--- src/rtl/qam_tx_sequencer_if.sv ---
// qam_tx_sequencer_if: serial-bit handshake and symbol/LUT strobe bundle of the QAM TX sequencer
// bit_in/bit_valid/bit_ready: valid/ready serial data stream into the sequencer
// lut_en: sample-advance strobe; sym_sin/sym_cos/sym_strobe: symbol signs and load pulse to the mixer
// master: data source and symbol consumer side; slave: the sequencer
interface qam_tx_sequencer_if;
  logic bit_in;
  logic bit_valid;
  logic bit_ready;
  logic lut_en;
  logic sym_sin;
  logic sym_cos;
  logic sym_strobe;
  modport master (output bit_in, bit_valid, input bit_ready, lut_en, sym_sin, sym_cos, sym_strobe);
  modport slave (input bit_in, bit_valid, output bit_ready, lut_en, sym_sin, sym_cos, sym_strobe);
endinterface

--- src/rtl/qam_tx_sequencer.sv ---
// qam_tx_sequencer: symbol-rate controller packing serial bits into 2-bit QAM symbols on carrier-period boundaries
// clk, rst (async, active-high); start: transmit level; fpp/fmm: divider -1/+1 pulses
// bus (slave): bit stream handshake in, lut_en and sym_sin/sym_cos/sym_strobe out
// underrun: sticky missing-symbol flag; busy: not idle; div_out: current sample divider
// Optional build macro QAM_SEQ_GRAY_EN selects Gray symbol mapping (sym_cos = first ^ second bit)
module qam_tx_sequencer #(
  parameter int DIV_W = 16,
  parameter int DIV_DEFAULT = 50,
  parameter int DIV_MIN = 4,
  parameter int DIV_MAX = 1000,
  parameter int SPS = 16
) (
  input  logic clk,
  input  logic rst,
  input  logic start,
  input  logic fpp,
  input  logic fmm,
  qam_tx_sequencer_if.slave bus,
  output logic underrun,
  output logic busy,
  output logic [DIV_W-1:0] div_out
);
  localparam int SW = $clog2(SPS);
  localparam logic [DIV_W-1:0] DMIN = DIV_W'(DIV_MIN);
  localparam logic [DIV_W-1:0] DMAX = DIV_W'(DIV_MAX);
  localparam logic [DIV_W-1:0] DDEF = DIV_W'(DIV_DEFAULT);
  typedef enum logic [1:0] {IDLE, PRIME, RUN, DRAIN} state_t;
  state_t state_q, state_d;
  logic [DIV_W-1:0] div_q, div_d, div_cnt_q, div_cnt_d;
  logic [SW-1:0] samp_cnt_q, samp_cnt_d;
  logic [1:0] sh_q, sh_d, sh_cnt_q, sh_cnt_d, sh_n, cnt_n;
  logic sym_sin_q, sym_sin_d, sym_cos_q, sym_cos_d, stb_q, stb_d, und_q, und_d;
  logic rdy, acc, running, lut, bnd, full, stop, ld, cos_n;
  always_comb begin
    rdy = state_q != IDLE && sh_cnt_q != 2'd2;
    acc = bus.bit_valid && rdy;
    running = state_q == RUN || state_q == DRAIN;
    // >= so a divider trimmed below the running count still fires at once
    lut = running && div_cnt_q >= div_q - DIV_W'(1);
    bnd = lut && samp_cnt_q == SW'(SPS - 1);
    // shadow as it stands after this cycle's transfer; sh_n[0] is the first bit of the pair
    sh_n = {acc && sh_cnt_q == 2'd1 ? bus.bit_in : sh_q[1], acc && sh_cnt_q == 2'd0 ? bus.bit_in : sh_q[0]};
    cnt_n = sh_cnt_q + {1'b0, acc};
    full = cnt_n == 2'd2;
`ifdef QAM_SEQ_GRAY_EN
    cos_n = sh_n[0] ^ sh_n[1];
`else
    cos_n = sh_n[1];
`endif
    case (state_q)
      IDLE:    state_d = start ? PRIME : IDLE;
      PRIME:   state_d = !start ? IDLE : full ? RUN : PRIME;
      RUN:     state_d = start ? RUN : DRAIN;
      default: state_d = start ? RUN : bnd ? IDLE : DRAIN;
    endcase
    stop = state_d == IDLE;
    // PRIME loads on its second bit; RUN/DRAIN only on a boundary that is not the final one
    ld = full && !stop && (state_q == PRIME || bnd);
    sym_sin_d = ld ? sh_n[0] : sym_sin_q;
    sym_cos_d = ld ? cos_n : sym_cos_q;
    stb_d = ld;
    und_d = und_q || (bnd && !full && !stop);
    sh_d = sh_n;
    sh_cnt_d = ld || stop ? 2'd0 : cnt_n;
    div_cnt_d = running && !lut ? div_cnt_q + DIV_W'(1) : '0;
    samp_cnt_d = !running ? '0 : lut ? samp_cnt_q + SW'(1) : samp_cnt_q;
    div_d = fpp && !fmm ? (div_q > DMIN ? div_q - DIV_W'(1) : DMIN) :
            fmm && !fpp ? (div_q < DMAX ? div_q + DIV_W'(1) : DMAX) : div_q;
  end
  always_ff @(posedge clk or posedge rst) begin
    if (rst) begin
      state_q <= IDLE;
      div_q <= DDEF;
      div_cnt_q <= '0;
      samp_cnt_q <= '0;
      sh_q <= '0;
      sh_cnt_q <= '0;
      sym_sin_q <= 1'b0;
      sym_cos_q <= 1'b0;
      stb_q <= 1'b0;
      und_q <= 1'b0;
    end else begin
      state_q <= state_d;
      div_q <= div_d;
      div_cnt_q <= div_cnt_d;
      samp_cnt_q <= samp_cnt_d;
      sh_q <= sh_d;
      sh_cnt_q <= sh_cnt_d;
      sym_sin_q <= sym_sin_d;
      sym_cos_q <= sym_cos_d;
      stb_q <= stb_d;
      und_q <= und_d;
    end
  end
  assign bus.bit_ready = rdy;
  assign bus.lut_en = lut;
  assign bus.sym_sin = sym_sin_q;
  assign bus.sym_cos = sym_cos_q;
  assign bus.sym_strobe = stb_q;
  assign underrun = und_q;
  assign busy = state_q != IDLE;
  assign div_out = div_q;
endmodule

--- src/flat_wrapper.sv ---
// flat-port wrapper written by rule: the top's interface ports become plain ports
module qam_tx_sequencer_flat 
#(
  parameter int DIV_W = 16,
  parameter int DIV_DEFAULT = 50,
  parameter int DIV_MIN = 4,
  parameter int DIV_MAX = 1000,
  parameter int SPS = 16
)
  (clk, rst, start, fpp, fmm, underrun, busy, div_out, bus_bit_in, bus_bit_valid, bus_bit_ready, bus_lut_en, bus_sym_sin, bus_sym_cos, bus_sym_strobe);
  qam_tx_sequencer_if bus_i ();
  input  logic clk;
  input  logic rst;
  input  logic start;
  input  logic fpp;
  input  logic fmm;
  output logic underrun;
  output logic busy;
  output logic [DIV_W-1:0] div_out;
  input wire logic [$bits(bus_i.bit_in)-1:0] bus_bit_in;
  input wire logic [$bits(bus_i.bit_valid)-1:0] bus_bit_valid;
  output wire logic [$bits(bus_i.bit_ready)-1:0] bus_bit_ready;
  output wire logic [$bits(bus_i.lut_en)-1:0] bus_lut_en;
  output wire logic [$bits(bus_i.sym_sin)-1:0] bus_sym_sin;
  output wire logic [$bits(bus_i.sym_cos)-1:0] bus_sym_cos;
  output wire logic [$bits(bus_i.sym_strobe)-1:0] bus_sym_strobe;
  assign bus_i.bit_in = bus_bit_in;
  assign bus_i.bit_valid = bus_bit_valid;
  assign bus_bit_ready = bus_i.bit_ready;
  assign bus_lut_en = bus_i.lut_en;
  assign bus_sym_sin = bus_i.sym_sin;
  assign bus_sym_cos = bus_i.sym_cos;
  assign bus_sym_strobe = bus_i.sym_strobe;
  qam_tx_sequencer #(.DIV_W(DIV_W), .DIV_DEFAULT(DIV_DEFAULT), .DIV_MIN(DIV_MIN), .DIV_MAX(DIV_MAX), .SPS(SPS)) u_core (.clk(clk), .rst(rst), .start(start), .fpp(fpp), .fmm(fmm), .bus(bus_i), .underrun(underrun), .busy(busy), .div_out(div_out));
endmodule
--- config.mk ---
export PLATFORM = sky130hd
export DESIGN_NAME = qam_tx_sequencer_flat
export DESIGN_NICKNAME = d
export VERILOG_FILES = /design/src/rtl/qam_tx_sequencer_if.sv /design/src/rtl/qam_tx_sequencer.sv /design/src/flat_wrapper.sv
export SDC_FILE = /design/constraint.sdc
export NUM_CORES = 1
export LEC_CHECK = 0
export CAP_MARGIN = 0
export CORE_MARGIN = 2
export CORE_UTILIZATION = 62
export DETAILED_ROUTE_END_ITERATION = 6
export GPL_ROUTABILITY_DRIVEN = 0
export PLACE_DENSITY = 0.82
export SKIP_CTS_REPAIR_TIMING = 1
export SLEW_MARGIN = 10
export SYNTH_ARGS = -nofsm -noshare
export SYNTH_HDL_FRONTEND = slang
export SYNTH_SLANG_ARGS = --single-unit
--- constraint.sdc ---
create_clock -name clk -period 9.8 [get_ports clk]
set_input_delay 1.47 -clock clk [delete_from_list [all_inputs] [get_ports clk]]
set_output_delay 1.47 -clock clk [all_outputs]
set_load 0.01 [all_outputs]
==> impl_summary.md, run 1 <==
STA
Setup repair after global routing left no endpoint under its margin. The relative max-transition margin is 0.3743. The final critical delay including setup and external delays is 5500 ps. The accumulated negative setup slack is 0 ps.

Setup violations remaining at the end of the flow were counted as 0. In the finished design, the share of the clock period the worst path needs comes to 0.5612. At the pin with the least slew margin, the transition time is 937.1 ps. Hold timing on the final database bottoms out at a slack of 478.2 ps. The clock skew after layout is 6.428 ps. The final count of pins violating max slew is 0.

The count of final hold-check violations came to 0. Derived from the worst setup path, the maximum achievable clock frequency is 181.8 MHz.

Detailed routing
The initial DRC count is 244. In the routed design, unresolved DRC markers number 0. After detailed routing, the number of vias per cell comes to 6.103. The count of nets left with antenna violations after detail routing is 0.

For this block, the routed nets add up to 6486 um of wire. In the final routed layout, each cell accounts on average for 15.52 um. The iteration count of the initial detailed-routing pass is 5.

The count of vias placed by the detailed router is 2,551.

Yosys
The number of instances in the synthesized netlist is 329. The share of the yosys chip area belonging to registers is 0.3819. The number of warnings reported in the yosys synthesis log is 0. The largest total area in the synthesized netlist belongs to dfrtp_1. The net count of the mapped netlist is 358. Counting flops and latches in the post-synthesis netlist gives 46. The distinct cell type count after synthesis is 55. Of the post-synthesis cell area, the dominant cell type holds 0.3558. After synthesis, the cell types taking the most area are dfrtp_1, ha_1, xnor2_1. The synthesized cell area is 3024 um2. The mean cell area of the mapped netlist is 9.192 um2.

Worst setup path
For this run, the slowest stage of the critical path takes 530 ps. The worst reg2reg path startpoint is u_core.div_out[0]. The worst register-to-register path has a depth of 14. The worst setup path is launched from a register.

The logic depth of the worst setup path including buffers is 13. The master of the slowest instance on the critical path is clkdlybuf4s50_1. Data arrives at the worst endpoint at 4030 ps. The worst setup path is captured at a primary output.

The reg2reg setup slack is 5720 ps. The kind of critical path is reg -> out. The cell family contributing the most delay on the critical path is simple AND/OR/NAND/NOR gates.

Together, buffers and inverters on the worst path number 2. The data required time of the critical path is 8330 ps. In this run the critical register-to-register path is captured at u_core.bus.sym_cos. The worst-path maximum fanout is 7.

Walking the worst path, the cells encountered are inv_1 -> ha_1 -> nor3b_2 -> and2_1 -> nand2_1 -> nor4_2 -> xnor2_1 -> ha_1 -> a21oi_1 -> nand2_1 -> a22oi_1 -> a31oi_1 -> clkdlybuf4s50_1.

Global routing
The number of antenna violations at the first check in global routing is 0. The total overflow left after global routing is 0. In the global route stage, overall resource usage came out at 0.2583. The wire length of the first global-routing pass is 10,950 um.

Entering global routing, the biggest net connects 47 pins. The via count of the first global-routing pass is 2,445.

Power
The combinational power share is 0.422. The net load switching power is 0.2877 mW. Dividing total power by cell area gives a power density of 214.2 nW/um2.

The proportion of total power due to net switching is 0.3904. The static leakage is 1.451 nW. The worst vdd rail ir drop is 0.1356 mV. The part of the power in registers is 0.391.

Cell internal power was estimated by the tool at 0.4492 mW. The clock network fraction of design power is 0.187.

Worst hold path
The destination of the worst hold path is u_core.underrun. The hold path startpoint is u_core.underrun. The worst min-delay path class is reg -> reg. Along the worst hold path, the cell count comes to 1.

Floorplanning
For this configuration, the core starts out at a cell density of 0.6403. The floorplan step defined a die boundary enclosing 5452 um2. The number of placement rows is 25. The number of ports placed on the die boundary is 30. The core region area is 4723 um2. From bottom edge to top edge, the die measures 73.84 um. Measured along the x axis, the die boundary spans 73.84 um.

Final layout
The antenna diode count is 0. The non-filler instance count after layout is 418. The relative area change from synthesis to final layout is 13.78%.

The final net count is 379. In the layout the commonest cells are nor2_1, dfrtp_1, clkdlybuf4s50_1, ha_1, xnor2_1. The layout cell share with drive strength beyond 1 is 0.06838. Once layout is complete, the utilization of the core stands at 0.7285.

Flow run
Across the run, the number of max-cap violations was 0.

CTS
Buffers inserted during clock tree synthesis total 5. TritonCTS built the clock tree. The root buffer cell is clkbuf_8.

The number of buffers on the longest clock path is 2. The clock transition time at the flip-flop clock pins of the worst setup and hold paths is 90 ps. The clock reaches the later pin of the worst-skew pair after 290 ps. The clock sink count is 46.

The depth of the CTS H-tree is 2.

Place
Buffers placed on the I/O ports in this run total 29. The sum of net half-perimeters after detailed placement is 4739 um. The cell total after placement is 410.

Run status
The flow ran to the end, and the final reports show no timing, DRC or antenna violations.
-- state kept, by name (all words and copies together) (netlist names) --
register,flops
u_core.div_cnt_q,16
u_core.sh_cnt_q,2
u_core.underrun,1
u_core.bus.sym_sin,1
u_core.state_q,2
u_core.bus.sym_cos,1
u_core.samp_cnt_q,4
u_core.div_out,16
u_core.bus.sym_strobe,1
u_core.sh_q,2
-- cell type report --
class / count / area (um2)
inverter: 17 / 63.81
multi-input combinational: 251 / 1739
clock inverter: 3 / 40.04
clock buffer: 5 / 68.82
fill: 349 / 1282
timing repair buffer: 29 / 290.3
sequential: 46 / 1155
tap: 67 / 83.83
-- cells in the mapped netlist, drive strengths merged --
cell type,number
nand3,17
and3,9
a41o,1
dfrtp,43
nor2b,1
a31o,2
inv,16
and2b,1
nor2,44
a2111o,1
o211a,2
nor3,3
o21a,2
nor4,5
clkbuf,6
mux2,4
a211oi,1
a221oi,1
nand2,18
xnor2,20
o22ai,2
nand4,8
a21oi,18
and2,3
clkinv,1
o311ai,1
a31oi,8
o211ai,2
nand3b,1
o32ai,1
nand2b,3
nor4b,3
nand4b,1
o31ai,1
buf,9
o2111ai,1
ha,22
o22a,2
nor3b,1
o21ai,21
xor2,15
a22oi,2
dfstp,3
a32oi,1
a311oi,2
-- metrics by stage --
step | worst slack [ps] | total power, mW | area (um2)
global placement | 4899 | 0.5864 | 3332
global route | 4061 | 0.7862 | 3441
CTS | 4327 | 0.7401 | 3441
detailed placement | 4726 | 0.5990 | 3332
finish | 4300 | 0.7370 | 3441
floorplan | 5501 | 0.4953 | 3024
-- worst register-to-register path, stage by stage (launching register included) --
cell and delay (ps):
dfrtp_1 460, inv_1 150, ha_1 240, nor3b_2 310
and2_1 310, nand2_1 120, nor4_2 180, xnor2_1 190
ha_1 310, a21oi_1 190, nand2_1 70, a22oi_1 480
nand4_4 370, nor4b_4 260, mux2_1 340
-- how the worst max path moves through the flow --
stage                      start          to
3_3_place_gp   u_core.div_out[0]  bus_lut_en
5_1_grt        u_core.div_out[0]  bus_lut_en
4_1_cts        u_core.div_out[0]  bus_lut_en
6_report       u_core.div_out[0]  bus_lut_en
3_5_place_dp   u_core.div_out[0]  bus_lut_en
2_1_floorplan  u_core.div_out[0]  bus_lut_en
-- kinds of logic (layout without fill, tap and decap cells) --
logic type | count (synthesis) | in the layout | synth area share
DFF | 46 | 46 | 0.3819
buffers and inverters | 32 | 54 | 0.04303
AOI/OAI and AO/OA | 72 | 72 | 0.1585
muxes | 4 | 4 | 0.01489
and+or+nand+nor | 118 | 118 | 0.2094
xor gates and xnor gates | 35 | 35 | 0.1014
adders and majority gates | 22 | 22 | 0.09102
-- routing by layer --
metal | vias up | part of all wire | track usage
met1 | 1222 | 0.43 | 0.3293
met3 | 15 | 0.058 | 0.05487
met2 | 104 | 0.49 | 0.4335
li1 | 1210 | - | -
met5 | - | 0 | 0
met4 | 0 | 0.020 | 0.08889
-- power by group through the flow --
stage / combinational, mW / sequential (mW) / clock (mW)
final: 0.311 / 0.288 / 0.138
after global routing: 0.345 / 0.294 / 0.148
after CTS: 0.312 / 0.286 / 0.142
after detailed placement: 0.309 / 0.290 / 0
after global placement: 0.298 / 0.288 / 0
after floorplan: 0.226 / 0.270 / 0
No activity file was read; power rests on OpenSTA's default activity.
==> inputs of run 2 (changes only) <==
Settings changed: CORE_UTILIZATION 62 to 52, PLACE_DENSITY 0.82 to 0.73.
Clock period 9.8 ns to 4.68 ns, I/O delays scaled along.
==> impl_summary.md, run 2 (synthesized netlist as in run 1, its figures left out) <==
Run status
The flow ran to the end, and the final reports show no timing, DRC or antenna violations.

Final layout
The final net count is 383 (+1.1%). The total of fill cells in the finished design came to 494 (+42%). The antenna diode count came to 0 (unchanged). The layout cell share with drive strength beyond 1 came to 0.09014 (+0.02176).

Compared with the post-synthesis result, the final layout area differs by 16.14%. The library cells used most frequently in the layout, excluding fill and tap cells, are nor2_1, dfrtp_1, clkdlybuf4s50_1, ha_1, xnor2_1.

STA
The accumulated negative setup slack came to 0 ps (unchanged). The final critical delay including setup and external delays is 4428 ps. The final count of pins violating max slew is 0 (unchanged). The setup slack of the critical path after layout came to 252.0 ps (-4048 ps). The count of final hold-check violations is 0 (unchanged). Setup repair after global routing left no endpoint under its margin. Timing would allow up to 225.8 MHz.

The clock skew after layout is 8.040 ps (+1.612 ps). The relative max-transition margin is 0.3586 (-0.01573). The slew at the pin closest to its max-slew limit is 960.7 ps (+23.55 ps). The ratio of final minimum period to clock period is 0.9462. The setup-violating endpoint count in the final report is 0 (unchanged). The final worst hold slack came to 482.1 ps (+3.848 ps).

Worst setup path
STA classifies the critical path startpoint as a register. The worst reg2reg path startpoint is u_core.div_out[0]. The cell class contributing the biggest share of worst-path delay is simple AND/OR/NAND/NOR gates.

The depth of the most critical reg-to-reg path is 14 (unchanged). The critical path startpoint is u_core.div_out[0]. The endpoint class of the critical path is a primary output. The reg2reg setup slack is 910 ps (-4810 ps). The arrival time of data at the critical path endpoint is 3730 ps (-300 ps).

The data required time of the critical path was 3980 ps (-4350 ps). Traced cell by cell, the critical path runs through inv_1 -> ha_1 -> nor3b_4 -> and2_4 -> nand2_1 -> nor4_2 -> xnor2_1 -> ha_1 -> nand4_1 -> nor2_1 -> a311oi_4 -> a31oi_2 -> clkdlybuf4s50_1. The kind of critical path is reg -> out. The maximum cell stage delay along the critical path is 500 ps (-30 ps). The worst-path maximum fanout is 7 (unchanged). The master of the slowest instance on the critical path is clkdlybuf4s50_1.

Counting stages on the worst path, the most repeated cell is ha_1. The worst register-to-register path ends at u_core.bus.sym_cos. The count of buffer and inverter cells on the critical path came to 2 (unchanged).

Floorplanning
The die extent in x is 80.26 um (+8.7%). The die area is 6442 um2 (+18%). The initial core utilization is 0.5425 (-0.09773). The number of ports placed on the die boundary is 30 (unchanged). The number of placement rows is 27 (+8.0%).

The core region area came to 5574 um2 (+18%). The vertical die dimension is 80.26 um (+8.7%).

Place
The sum of net half-perimeters after detailed placement is 4789 um (+1.1%). The worst slack at placement is 431.4 ps (-4295 ps). The number of port buffers came to 29 (unchanged).

CTS
The number of buffers on the longest clock path is 2 (unchanged). The TritonCTS clock tree is built. The insertion delay of the later-clocked pin in the worst-skew pair is 300 ps (about the same). The clock transition time at the flip-flop clock pins of the worst setup and hold paths is 90 ps (about the same). The clock sink count came to 46 (unchanged). The number of CTS-inserted buffers came to 5 (unchanged).

CTS placed an instance of clkbuf_8 at the clock tree root. The depth of the CTS H-tree is 2 (unchanged).

Global routing
The leftover overflow at the end of global routing is 0 (unchanged). The combined global-route utilization of all metal layers is 0.2259 (-0.03245). The wire length of the first global-routing pass is 11,430 um (+4.3%). The via count of the first global-routing pass was 2,422 (-0.94%). The number of antenna violations at the first check in global routing was 0 (unchanged). The largest net degree at the start of global routing was 47 (unchanged).

Power
The worst vdd rail ir drop is 0.2271 mV (+67%). The static leakage came to 1.465 nW (+0.91%). The power density of the placed cells came to 452.2 nW/um2 (+110%).

Worst hold path
The worst hold path belongs to the class reg -> reg. The destination of the worst hold path is u_core.underrun. The hold path startpoint is u_core.underrun.

The number of cells traversed by the worst hold path was 1 (unchanged).

Detailed routing
The remaining design rule violation count is 0 (unchanged). The detail-routed via count per cell was 5.939 (-2.7%). The wire length per cell came to 15.61 um (+0.61%).

The initial DRC count is 255 (+4.5%). The iteration count of the initial detailed-routing pass came to 5 (unchanged). The count of nets left with antenna violations after detail routing is 0 (unchanged).

The final wirelength came to 6666 um (+2.8%). The count of vias placed by the detailed router came to 2,536 (-0.59%).

Flow run
The max-cap violation count came to 0 (unchanged).
## run 2: where the power goes
group	leakage (nW)	internal (mW)	switching, mW	total (mW)
registers	0.603	0.480	0.126	0.606
logic	0.811	0.320	0.362	0.682
clock network	0.0504	0.159	0.141	0.300
## run 2: worst register-to-register path, delay by kind of cell (launching register included)
| family | cells | cell delay [ps] |
|---|---|---|
| compound gates | 1 | 430 |
| buf+inv | 1 | 130 |
| mux | 1 | 330 |
| simple gates | 8 | 1620 |
| flops | 1 | 460 |
| fa+ha+maj | 2 | 520 |
| xor+xnor | 1 | 180 |
## run 2: metal layers
layer  GRT usage  part of all wire  up-vias
li1            -                 -     1223
met2      0.3725              0.48      100
met1      0.3089              0.46     1205
met4     0.07119             0.011        0
met3     0.02921             0.050        8
met5           0                 0        -
## run 2: how the worst max path moves through the flow
stage	to	slack, ps	depth (start not counted)
floorplan	bus_lut_en	1150	13
global placement	bus_lut_en	530	13
detailed placement	bus_lut_en	430	13
CTS	bus_lut_en	40	13
global route	bus_lut_en	40	13
finish	bus_lut_en	250	13
## run 2: final cells by class
cell class	count	area (um2)	area share
multi-input cells	251	1768	0.5034
flip-flops and latches	46	1156	0.3292
repair buffers	33	320.3	0.09120
well taps	72	90.09	0.02565
clock buffers	5	68.82	0.01959
inverters	17	63.81	0.01817
clock inverters	3	45.04	0.01283
## run 2: metrics by stage
step | util | std cells | total power [mW] | area [um2]
2_1_floorplan | - | 329 | 1.037 | 3024
3_3_place_gp | 0.6016 | 417 | 1.240 | 3353
3_5_place_dp | 0.6016 | 417 | 1.258 | 3353
4_1_cts | 0.6220 | 425 | 1.561 | 3467
5_1_grt | 0.6301 | 427 | 1.696 | 3512
6_report | 0.6301 | 427 | 1.588 | 3512
